### src/rtl/phase_receiver_pkg.sv
// -----------------------------------------------------------------------------
// phase_receiver_pkg
//   Shared definitions for the phase strobe bus endpoint: receiver states,
//   error codes, strobe width and the strobe classification record produced
//   by phase_receiver_onehot_check.
// -----------------------------------------------------------------------------
package phase_receiver_pkg;

    // Number of phases on the strobe bus and the width of a phase index.
    localparam int NPHASE = 5;
    localparam int PIDX_W = $clog2(NPHASE);

    typedef enum logic [1:0] {
        ST_UNSYNC = 2'd0,
        ST_SYNCED = 2'd1,
        ST_HALTED = 2'd2,
        ST_ERROR  = 2'd3
    } state_e;

    typedef logic [1:0] err_code_t;

    localparam err_code_t ERR_NONE  = 2'b00;
    localparam err_code_t ERR_ORDER = 2'b01;
    localparam err_code_t ERR_MULTI = 2'b10;
    localparam err_code_t ERR_GAP   = 2'b11;

    // Classification of one phase_bus sample. Exactly one of zero/valid/multi
    // is set; idx is meaningful only when valid is set.
    typedef struct packed {
        logic              zero;
        logic              valid;
        logic              multi;
        logic [PIDX_W-1:0] idx;
    } strobe_class_t;

    // Phase that must follow idx in the 0 -> 1 -> ... -> NPHASE-1 -> 0 ring.
    function automatic logic [PIDX_W-1:0] next_phase(input logic [PIDX_W-1:0] idx);
        return (idx == PIDX_W'(NPHASE - 1)) ? '0 : idx + PIDX_W'(1);
    endfunction

endpackage

### src/rtl/phase_receiver_onehot_check.sv
// -----------------------------------------------------------------------------
// phase_receiver_onehot_check
//   Purely combinational classifier for a strobe bus sample: all-zero (gap),
//   valid one-hot (with bit index) or multi-hot. Usable by any strobe consumer.
//
//   Ports:
//     phase_bus_i  in   NPHASE  raw strobe sample
//     class_o      out  struct  zero / valid / multi flags plus one-hot index
// -----------------------------------------------------------------------------
module phase_receiver_onehot_check
    import phase_receiver_pkg::*;
(
    input  logic [NPHASE-1:0] phase_bus_i,
    output strobe_class_t     class_o
);

    logic [2:0]        ones;
    logic [PIDX_W-1:0] last_idx;

    // NOTE: every variable written here gets a default first, so no path
    // leaves it unassigned and no latch is inferred.
    always_comb begin
        ones     = '0;
        last_idx = '0;
        for (int i = 0; i < NPHASE; i++) begin
            if (phase_bus_i[i]) begin
                ones     = ones + 3'd1;
                last_idx = PIDX_W'(i);
            end
        end
    end

    always_comb begin
        class_o.zero  = (ones == 3'd0);
        class_o.valid = (ones == 3'd1);
        class_o.multi = (ones >= 3'd2);
        class_o.idx   = last_idx;
    end

endmodule

### src/rtl/phase_receiver.sv
// -----------------------------------------------------------------------------
// phase_receiver
//   Datapath-side endpoint of the processor phase strobe bus. Follows the
//   one-hot phase sequence 0->1->2->3->4->0, emits a registered one-cycle
//   stage enable per accepted phase, counts retired instructions (accepted
//   phase 4 strobes), stops at an instruction boundary on halt request and
//   latches the first protocol fault until cleared.
//
//   Ports:
//     clock      in   1       system clock, rising edge
//     reset      in   1       synchronous, active-high
//     phase_bus  in   NPHASE  one-hot phase strobes, all-zero = gap
//     halt_req   in   1       stop after the next accepted phase 4
//     exec       in   1       leave HALTED, resync at next phase 0
//     clear_err  in   1       leave ERROR, resync at next phase 0
//     stage_en   out  NPHASE  one-cycle enable mirroring accepted strobe
//     cur_phase  out  PIDX_W  index of last accepted phase
//     synced     out  1       receiver is tracking the sequence
//     halted     out  1       receiver is halted at a boundary
//     err        out  1       receiver is in ERROR
//     err_code   out  2       first fault: 01 order, 10 multi-hot, 11 gap
//     retired    out  RET_W   retired instruction count, wraps silently
// -----------------------------------------------------------------------------
module phase_receiver
    import phase_receiver_pkg::*;
#(
    parameter int GAP_MAX = 3,
    parameter int RET_W   = 16
) (
    input  logic              clock,
    input  logic              reset,
    input  logic [NPHASE-1:0] phase_bus,
    input  logic              halt_req,
    input  logic              exec,
    input  logic              clear_err,
    output logic [NPHASE-1:0] stage_en,
    output logic [PIDX_W-1:0] cur_phase,
    output logic              synced,
    output logic              halted,
    output logic              err,
    output logic [1:0]        err_code,
    output logic [RET_W-1:0]  retired
);

    // Wide enough to hold GAP_MAX itself.
    localparam int GAP_W = $clog2(GAP_MAX + 2);

    strobe_class_t cls;

    state_e            state_q,    state_d;
    logic [NPHASE-1:0] stage_en_q, stage_en_d;
    logic [PIDX_W-1:0] cur_q,      cur_d;
    logic [PIDX_W-1:0] exp_q,      exp_d;
    logic [GAP_W-1:0]  gap_q,      gap_d;
    logic [RET_W-1:0]  ret_q,      ret_d;
    err_code_t         code_q,     code_d;

    phase_receiver_onehot_check u_onehot_check (
        .phase_bus_i (phase_bus),
        .class_o     (cls)
    );

    // Next-state logic. Per-state escape inputs (exec, clear_err) are
    // evaluated before any strobe, and strobes never act outside SYNCED
    // except the phase-0 resync in UNSYNC.
    always_comb begin
        state_d    = state_q;
        stage_en_d = '0;
        cur_d      = cur_q;
        exp_d      = exp_q;
        gap_d      = gap_q;
        ret_d      = ret_q;
        code_d     = code_q;

        unique case (state_q)
            ST_UNSYNC: begin
                gap_d = '0;
                // Only a clean phase-0 strobe starts tracking; anything else,
                // multi-hot included, is ignored here.
                if (cls.valid && cls.idx == '0) begin
                    state_d    = ST_SYNCED;
                    stage_en_d = phase_bus;
                    cur_d      = '0;
                    exp_d      = next_phase('0);
                end
            end

            ST_SYNCED: begin
                if (cls.multi) begin
                    // Checked first so a multi-hot strobe that also breaks
                    // the order is reported as multi-hot.
                    state_d = ST_ERROR;
                    code_d  = ERR_MULTI;
                end else if (cls.zero) begin
                    if (gap_q == GAP_W'(GAP_MAX)) begin
                        state_d = ST_ERROR;
                        code_d  = ERR_GAP;
                    end else begin
                        gap_d = gap_q + GAP_W'(1);
                    end
                end else if (cls.idx != exp_q) begin
                    state_d = ST_ERROR;
                    code_d  = ERR_ORDER;
                end else begin
                    stage_en_d = phase_bus;
                    cur_d      = cls.idx;
                    exp_d      = next_phase(cls.idx);
                    gap_d      = '0;
                    if (cls.idx == PIDX_W'(NPHASE - 1)) begin
                        ret_d = ret_q + RET_W'(1);
                        // Halt only at the instruction boundary; the phase-4
                        // enable still goes out on the way into HALTED.
                        if (halt_req) begin
                            state_d = ST_HALTED;
                        end
                    end
                end
            end

            ST_HALTED: begin
                if (exec) begin
                    state_d = ST_UNSYNC;
                end
            end

            ST_ERROR: begin
                if (clear_err) begin
                    state_d = ST_UNSYNC;
                    code_d  = ERR_NONE;
                end
            end

            default: begin
                state_d = ST_UNSYNC;
            end
        endcase
    end

    // NOTE: sequential state uses non-blocking assignments so every register
    // samples the pre-edge values, independent of statement order.
    always_ff @(posedge clock) begin
        if (reset) begin
            state_q    <= ST_UNSYNC;
            stage_en_q <= '0;
            cur_q      <= PIDX_W'(NPHASE - 1);
            exp_q      <= '0;
            gap_q      <= '0;
            ret_q      <= '0;
            code_q     <= ERR_NONE;
        end else begin
            state_q    <= state_d;
            stage_en_q <= stage_en_d;
            cur_q      <= cur_d;
            exp_q      <= exp_d;
            gap_q      <= gap_d;
            ret_q      <= ret_d;
            code_q     <= code_d;
        end
    end

    // Status flags are decodes of the state register only, so no input has a
    // combinational path to any output.
    assign stage_en  = stage_en_q;
    assign cur_phase = cur_q;
    assign synced    = (state_q == ST_SYNCED);
    assign halted    = (state_q == ST_HALTED);
    assign err       = (state_q == ST_ERROR);
    assign err_code  = code_q;
    assign retired   = ret_q;

endmodule
### config.mk
export PLATFORM = sky130hd
export DESIGN_NAME = phase_receiver
export DESIGN_NICKNAME = d
export VERILOG_FILES = /design/src/rtl/phase_receiver_pkg.sv /design/src/rtl/phase_receiver_onehot_check.sv /design/src/rtl/phase_receiver.sv
export SDC_FILE = /design/constraint.sdc
export NUM_CORES = 1
export LEC_CHECK = 0
export ABC_AREA = 1
export CORE_MARGIN = 5
export CORE_UTILIZATION = 56
export CTS_CLUSTER_SIZE = 28
export DETAILED_ROUTE_END_ITERATION = 12
export PLACE_DENSITY = 0.85
export SKIP_LAST_GASP = 1
export SLEW_MARGIN = 20
export SYNTH_ARGS = -nofsm -noshare
export SYNTH_HDL_FRONTEND = slang
export SYNTH_SLANG_ARGS = --single-unit
### constraint.sdc
create_clock -name clock -period 4.8 [get_ports clock]
set_clock_uncertainty 0.2 [all_clocks]
set_input_delay 0.96 -clock clock [delete_from_list [all_inputs] [get_ports clock]]
set_output_delay 0.96 -clock clock [all_outputs]
set_load 0.01 [all_outputs]
* After elaboration in Yosys (flattened, before gate mapping)
Index checks and enable logic that the tools add are counted.
** Word-level totals
- Bits of input ports :: 10
- Logic and storage cells :: 92
- Bits in registers :: 34
- Output and inout bits :: 29
** Cells by class
- Order comparisons :: 1
- Equal/unequal tests :: 19
- Bitwise operators :: 3
- Reductions and logical operators :: 11
- $add $sub $neg :: 7
- Muxes and demuxes :: 44
** Operators with widths (count)
- two-way mux 3 bit :: 18
- two-way mux 2 bit :: 14
- two-way mux 5 bit :: 4
- case mux 3 bit (2 select lines) :: 3
- adder 16 x 1 -> 16 bit, second input constant :: 1
- adder 3 x 1 -> 3 bit, second input constant :: 5
- != test 2 bit, second input constant :: 6
- case mux 5 bit (2 select lines) :: 1
- AND reduction 5 bit :: 2
- case mux 2 bit (4 select lines) :: 1
- AND reduction 4 bit :: 2
- logical NOT 3 bit :: 2
- != test 3 bit, second input constant :: 2
- AND reduction 6 bit :: 1
- != test 5 x 1 -> 1 bit, second input constant :: 1
- != test 5 x 2 -> 1 bit, second input constant :: 1
- equality test 2 bit, second input constant :: 2
- != test 4 x 1 -> 1 bit, second input constant :: 1
- != test 4 x 3 -> 1 bit, second input constant :: 1
- case mux 2 bit (2 select lines) :: 1
- nonzero test 2 bit :: 2
- equality test 3 x 1 -> 1 bit, second input constant :: 1
- equality test 3 x 2 -> 1 bit, second input constant :: 1
- equality test 3 bit, second input constant :: 1
- 8 further kinds :: 11

* Logic depth before layout (Yosys ltp)
- Depth in word-level cells :: 13
- Gate-level depth with buffers :: 22
- Depth with buffers taken out :: 22

* Hierarchy
A second synthesis with hierarchy kept.
** Second synthesis, totals
- Cell total of the unflattened synthesis :: 349
- Area, all modules :: 2224.6 µm²
** By module, submodules not included
- phase_receiver :: seq. area each 680.7 µm², area an instance 1930.6 µm², cells an instance 294, instances 1
- phase_receiver_onehot_check :: seq. area each 0.0 µm², area an instance 294.0 µm², cells an instance 55, instances 1

* Worst setup path after synthesis
Ideal clock, no wire load.
- Kind :: input -> register
- From :: in phase_bus[0]
- To :: reg ret_q[8] (netlist: retired[8])
- Setup time :: 0.117 ns
- Path buffers :: 1
- Stages on the path :: 19
- Path slack :: 1.335 ns
- Arrival :: 3.148 ns
- Required time :: 4.483 ns
- Cell sequence :: inv_1 -> ha_1 -> inv_1 -> nand2_1 -> nand2_1 -> ha_1 -> nand2_1 -> nand2_1 -> ha_1 -> or2_0 -> nand2_2 -> nand3_4 -> nor2_8 -> nand2_8 -> clkinv_4 -> buf_6 -> nand3_1 -> nand2_1 -> a21oi_2
** Between the ends
- Longest elaborated chain between the ends :: 12
- Elaborated cells on any way between the ends :: 14
- Those cells by class :: 4 x add/sub; 1 x order compare; 5 x mux; 2 x bitwise; 2 x reduce/logical
** Ends and longest elaborated chain
- start, declared :: line phase_receiver.sv:32 : input logic [NPHASE-1:0] phase_bus,
- two-way mux 1 bit * :: line phase_receiver_onehot_check.sv:26 : if (phase_bus_i[i]) begin
- adder 1 x 1 -> 2 bit :: line phase_receiver_onehot_check.sv:27 : ones = ones + 3'd1;
- two-way mux 3 bit * :: line phase_receiver_onehot_check.sv:26
- adder 3 x 1 -> 3 bit :: line phase_receiver_onehot_check.sv:27
- two-way mux 3 bit * :: line phase_receiver_onehot_check.sv:26
- adder 3 x 1 -> 3 bit :: line phase_receiver_onehot_check.sv:27
- two-way mux 3 bit * :: line phase_receiver_onehot_check.sv:26
- adder 3 x 1 -> 3 bit :: line phase_receiver_onehot_check.sv:27
- two-way mux 3 bit * :: line phase_receiver_onehot_check.sv:26
- greater-or-equal comparator 3 x 2 -> 1 bit / logical NOT 3 bit (equally long branches) :: line phase_receiver_onehot_check.sv:36, phase_receiver_onehot_check.sv:34
- NOT 1 bit (no line)
- AND reduction 5 bit (no line) *
- end signal, assigned :: line phase_receiver.sv:156 : ret_q <= ret_d;
- end, declared :: line phase_receiver.sv:55 : logic [RET_W-1:0] ret_q, ret_d;
Mark *: on every way between the ends. The rest lies on a longest branch, timed or not.
A chain may end at the register's enable or synchronous reset.

* Final worst setup path
- From :: in phase_bus[0]
- To :: reg ret_q[6] (netlist: retired[6])
Same word-level chain as after synthesis.

==> metrics.cfg <==
[pwr]
combPwrFrac = 0.287
p_int_mw = 0.505
powerDensity_nw_per_um2 = 289
swShare = 0.332
irDropWorstVdd_mv = 0.193
sequentialPowerShare = 0.422
p_leak_nw = 1.12
switching_power_mw = 0.251
p_clk_frac = 0.291

[placed_design]
gp_congestion = 0.954
dpl.hpwl_mm = 3.41
pre_cts_ws_ns = 0.543
io_buffers = 38
post_dp_cell_area_sq_um = 2520

[logic_synthesis]
synth_top_family_by_area = simple AND/OR/NAND/NOR gates
syn_avg_cell_area_sq_um = 6.83
ys_types = 34
synth_cells = 312
synthesis.area_sq_um = 2130
yosys.area.top_type = dfxtp_1
synth-adder-area-share = 0.0528
ys_seq_elements = 34
synth_top_area_frac = 0.319
synth_seq_area_share = 0.319
synth_xor_xnor_area_share = 0.0246
synthMuxAreaShare = 0
yosys.area_share.simple = 0.425
synth_area_leaders = dfxtp_1 32%, nand2_1 14%, nand3_1 8.7%, nor2_1 6.2%, inv_1 6.0%
synth_compound_area_frac = 0.0763
syn_nets = 331
ys_warn_count = 0

[route]
wl_per_cell_microns = 11.2
viasPerCell = 5.06
drt-pass1-iter-count = 4
vias = 2024
drc = 0
ant_nets = 0
wl_mm = 4.46
dr.first_iter.drc_count = 105

[grt]
grt_antenna_before_repair = 0
grtUsageTotal = 0.191
grt_overflow_total = 0
grt_max_degree = 20
grt_pass1_wl_mm = 8.03
first_global_vias = 1921

[die]
coreArea_sq_um = 3690
dieArea_sq_um = 5140
pin_count = 39
die_y_microns = 71.7
rows = 22
initial_core_util = 0.578
die_x_microns = 71.7

[sta]
max_freq_mhz = 254
period_share = 0.822
report.final.setup_viol = 0
fin_ws_ns = 0.857
tightest_slew_ns = 0.506
whs_ns = 0.275
hold_viol = 0
layout_min_cycle_time_ns = 3.94
slew_headroom = 0.662
rsz0062_at_grt = false
fin_tns_setup_ns = 0
drv_slew = 0

[clock_network]
clock-root-buffer = clkbuf_8
cts_resized = 0
hold_buffers = 0
clock-sinks = 34
clk_pin_slew_ns = 0.07
cts_setup_buffers = 0
cts_buffers = 5
cts_tree = built
max-clock-path-buffers = 2
h-tree-depth = 2
clk-insertion-delay-late_ns = 0.29

[final_layout]
n_antenna_cell = 0
nets = 370
final_layout_size_suffix_gt1_frac = 0.111
area_delta_synth_final_pct = 22.8
final_area_sq_um = 2620
final.fill_count = 304

[job]
drv_cap = 0

[setup_path]
crit_type = input port to flip-flop
cp-end-kind = flip-flop
worstPathArrival_ns = 3.93
required_ns = 4.79
cp_max_fo = 18
start_kind = input port

[run_status]
outcome = completed

[worst_hold_path]
min_path_type = flip-flop to flip-flop

per-stage QoR:
step                std cells  total power [mW]   util
CTS                       400             0.760  0.710
global route              400             0.805  0.710
detailed placement        392             0.540  0.684
floorplan                 312             0.475      -
global placement          392             0.534  0.684
finish                    400             0.756  0.710
cell usage in the layout, fill, tap and decap left out, drive strengths merged:
cell and count:
and2 1, clkbuf 6, o21ai 10, nor3 11, nor3b 2, clkinvlp 1
clkinv 2, nand3 39, dfxtp 34, or2 1, inv 39, nand3b 1
and3 3, xor2 5, nand4 2, buf 1, nor2 40, nor4 1
xnor2 1, a21oi 15, ha 9, clkdlybuf4s50 38, nand2 89, o211ai 1
worst paths after layout:
kind	startpoint	cells after the start	slack [ns]	end
worst max-delay path	phase_bus[0]	21	0.86	retired[6]
worst min-delay path	err_code[1]	2	0.27	err_code[1]
worst max register to register	state_q[1]	11	2.77	retired[6]
worst min register to register	err_code[1]	2	0.27	err_code[1]
logic make-up after synthesis:
kind of cell    after synthesis
xor+xnor                      6
simple gates                190
buf+inv                      47
compound gates               26
flops                        34
fa+ha+maj                     9
registers in the layout (all words and copies together) (netlist names):
name,count
exp_q,3
stage_en,5
err_code,2
gap_q,3
retired,16
cur_phase,3
state_q,2
synthesized netlist by cell type (all sizes together):
master / number
nand3: 39
a21oi: 15
nand3b: 1
nor3b: 2
nor4: 1
inv: 39
and2: 1
o21ai: 10
xor2: 5
ha: 9
buf: 4
or2: 1
nor2: 40
o211ai: 1
nand2: 89
and3: 3
clkinv: 1
nand4: 2
clkbuf: 3
nor3: 11
dfxtp: 34
xnor2: 1
critical path, cell delays in order:
cell             delay, ns
clkdlybuf4s50_1       0.52
inv_1                 0.06
ha_1                  0.33
inv_1                 0.07
nand2_1               0.09
nand2_1               0.07
ha_1                  0.27
nand2_1               0.08
nand2_1               0.06
ha_1                  0.19
nand2_1               0.06
nand3_1               0.10
nand2_1               0.08
nand2_1               0.05
nand2_1               0.15
nand3_4               0.13
nor2_8                0.17
nand2_8               0.13
clkinv_4              0.14
nand3_1               0.07
and3_1                0.16
per-layer routing:
metal / track usage / vias to the layer above / routed length (microns)
met1: 0.248 / 900 / 2180
li1: - / 1076 / -
met2: 0.301 / 37 / 2000
met3: 0.0561 / 11 / 208
met4: 0.0647 / 0 / 74
met5: 0 / - / 0
power by group through the flow:
stage	Clock [mW]	Combinational, mW	Sequential [mW]
2_1_floorplan	0	0.150	0.325
5_1_grt	0.237	0.246	0.323
4_1_cts	0.225	0.216	0.319
6_report	0.220	0.217	0.319
3_5_place_dp	0	0.215	0.325
3_3_place_gp	0	0.210	0.324
layout make-up:
cell class	count	area, sq um	share of cell area
clock inverter	2	12.5	0.00478
multi-input combinational	231	1230	0.472
clock buffer	6	82.6	0.0315
inverter	40	160	0.0612
timing repair buffer	39	388	0.148
sequential	34	681	0.260
tap	48	60.1	0.0229
Note: power is estimated with default switching activity, not from simulation.
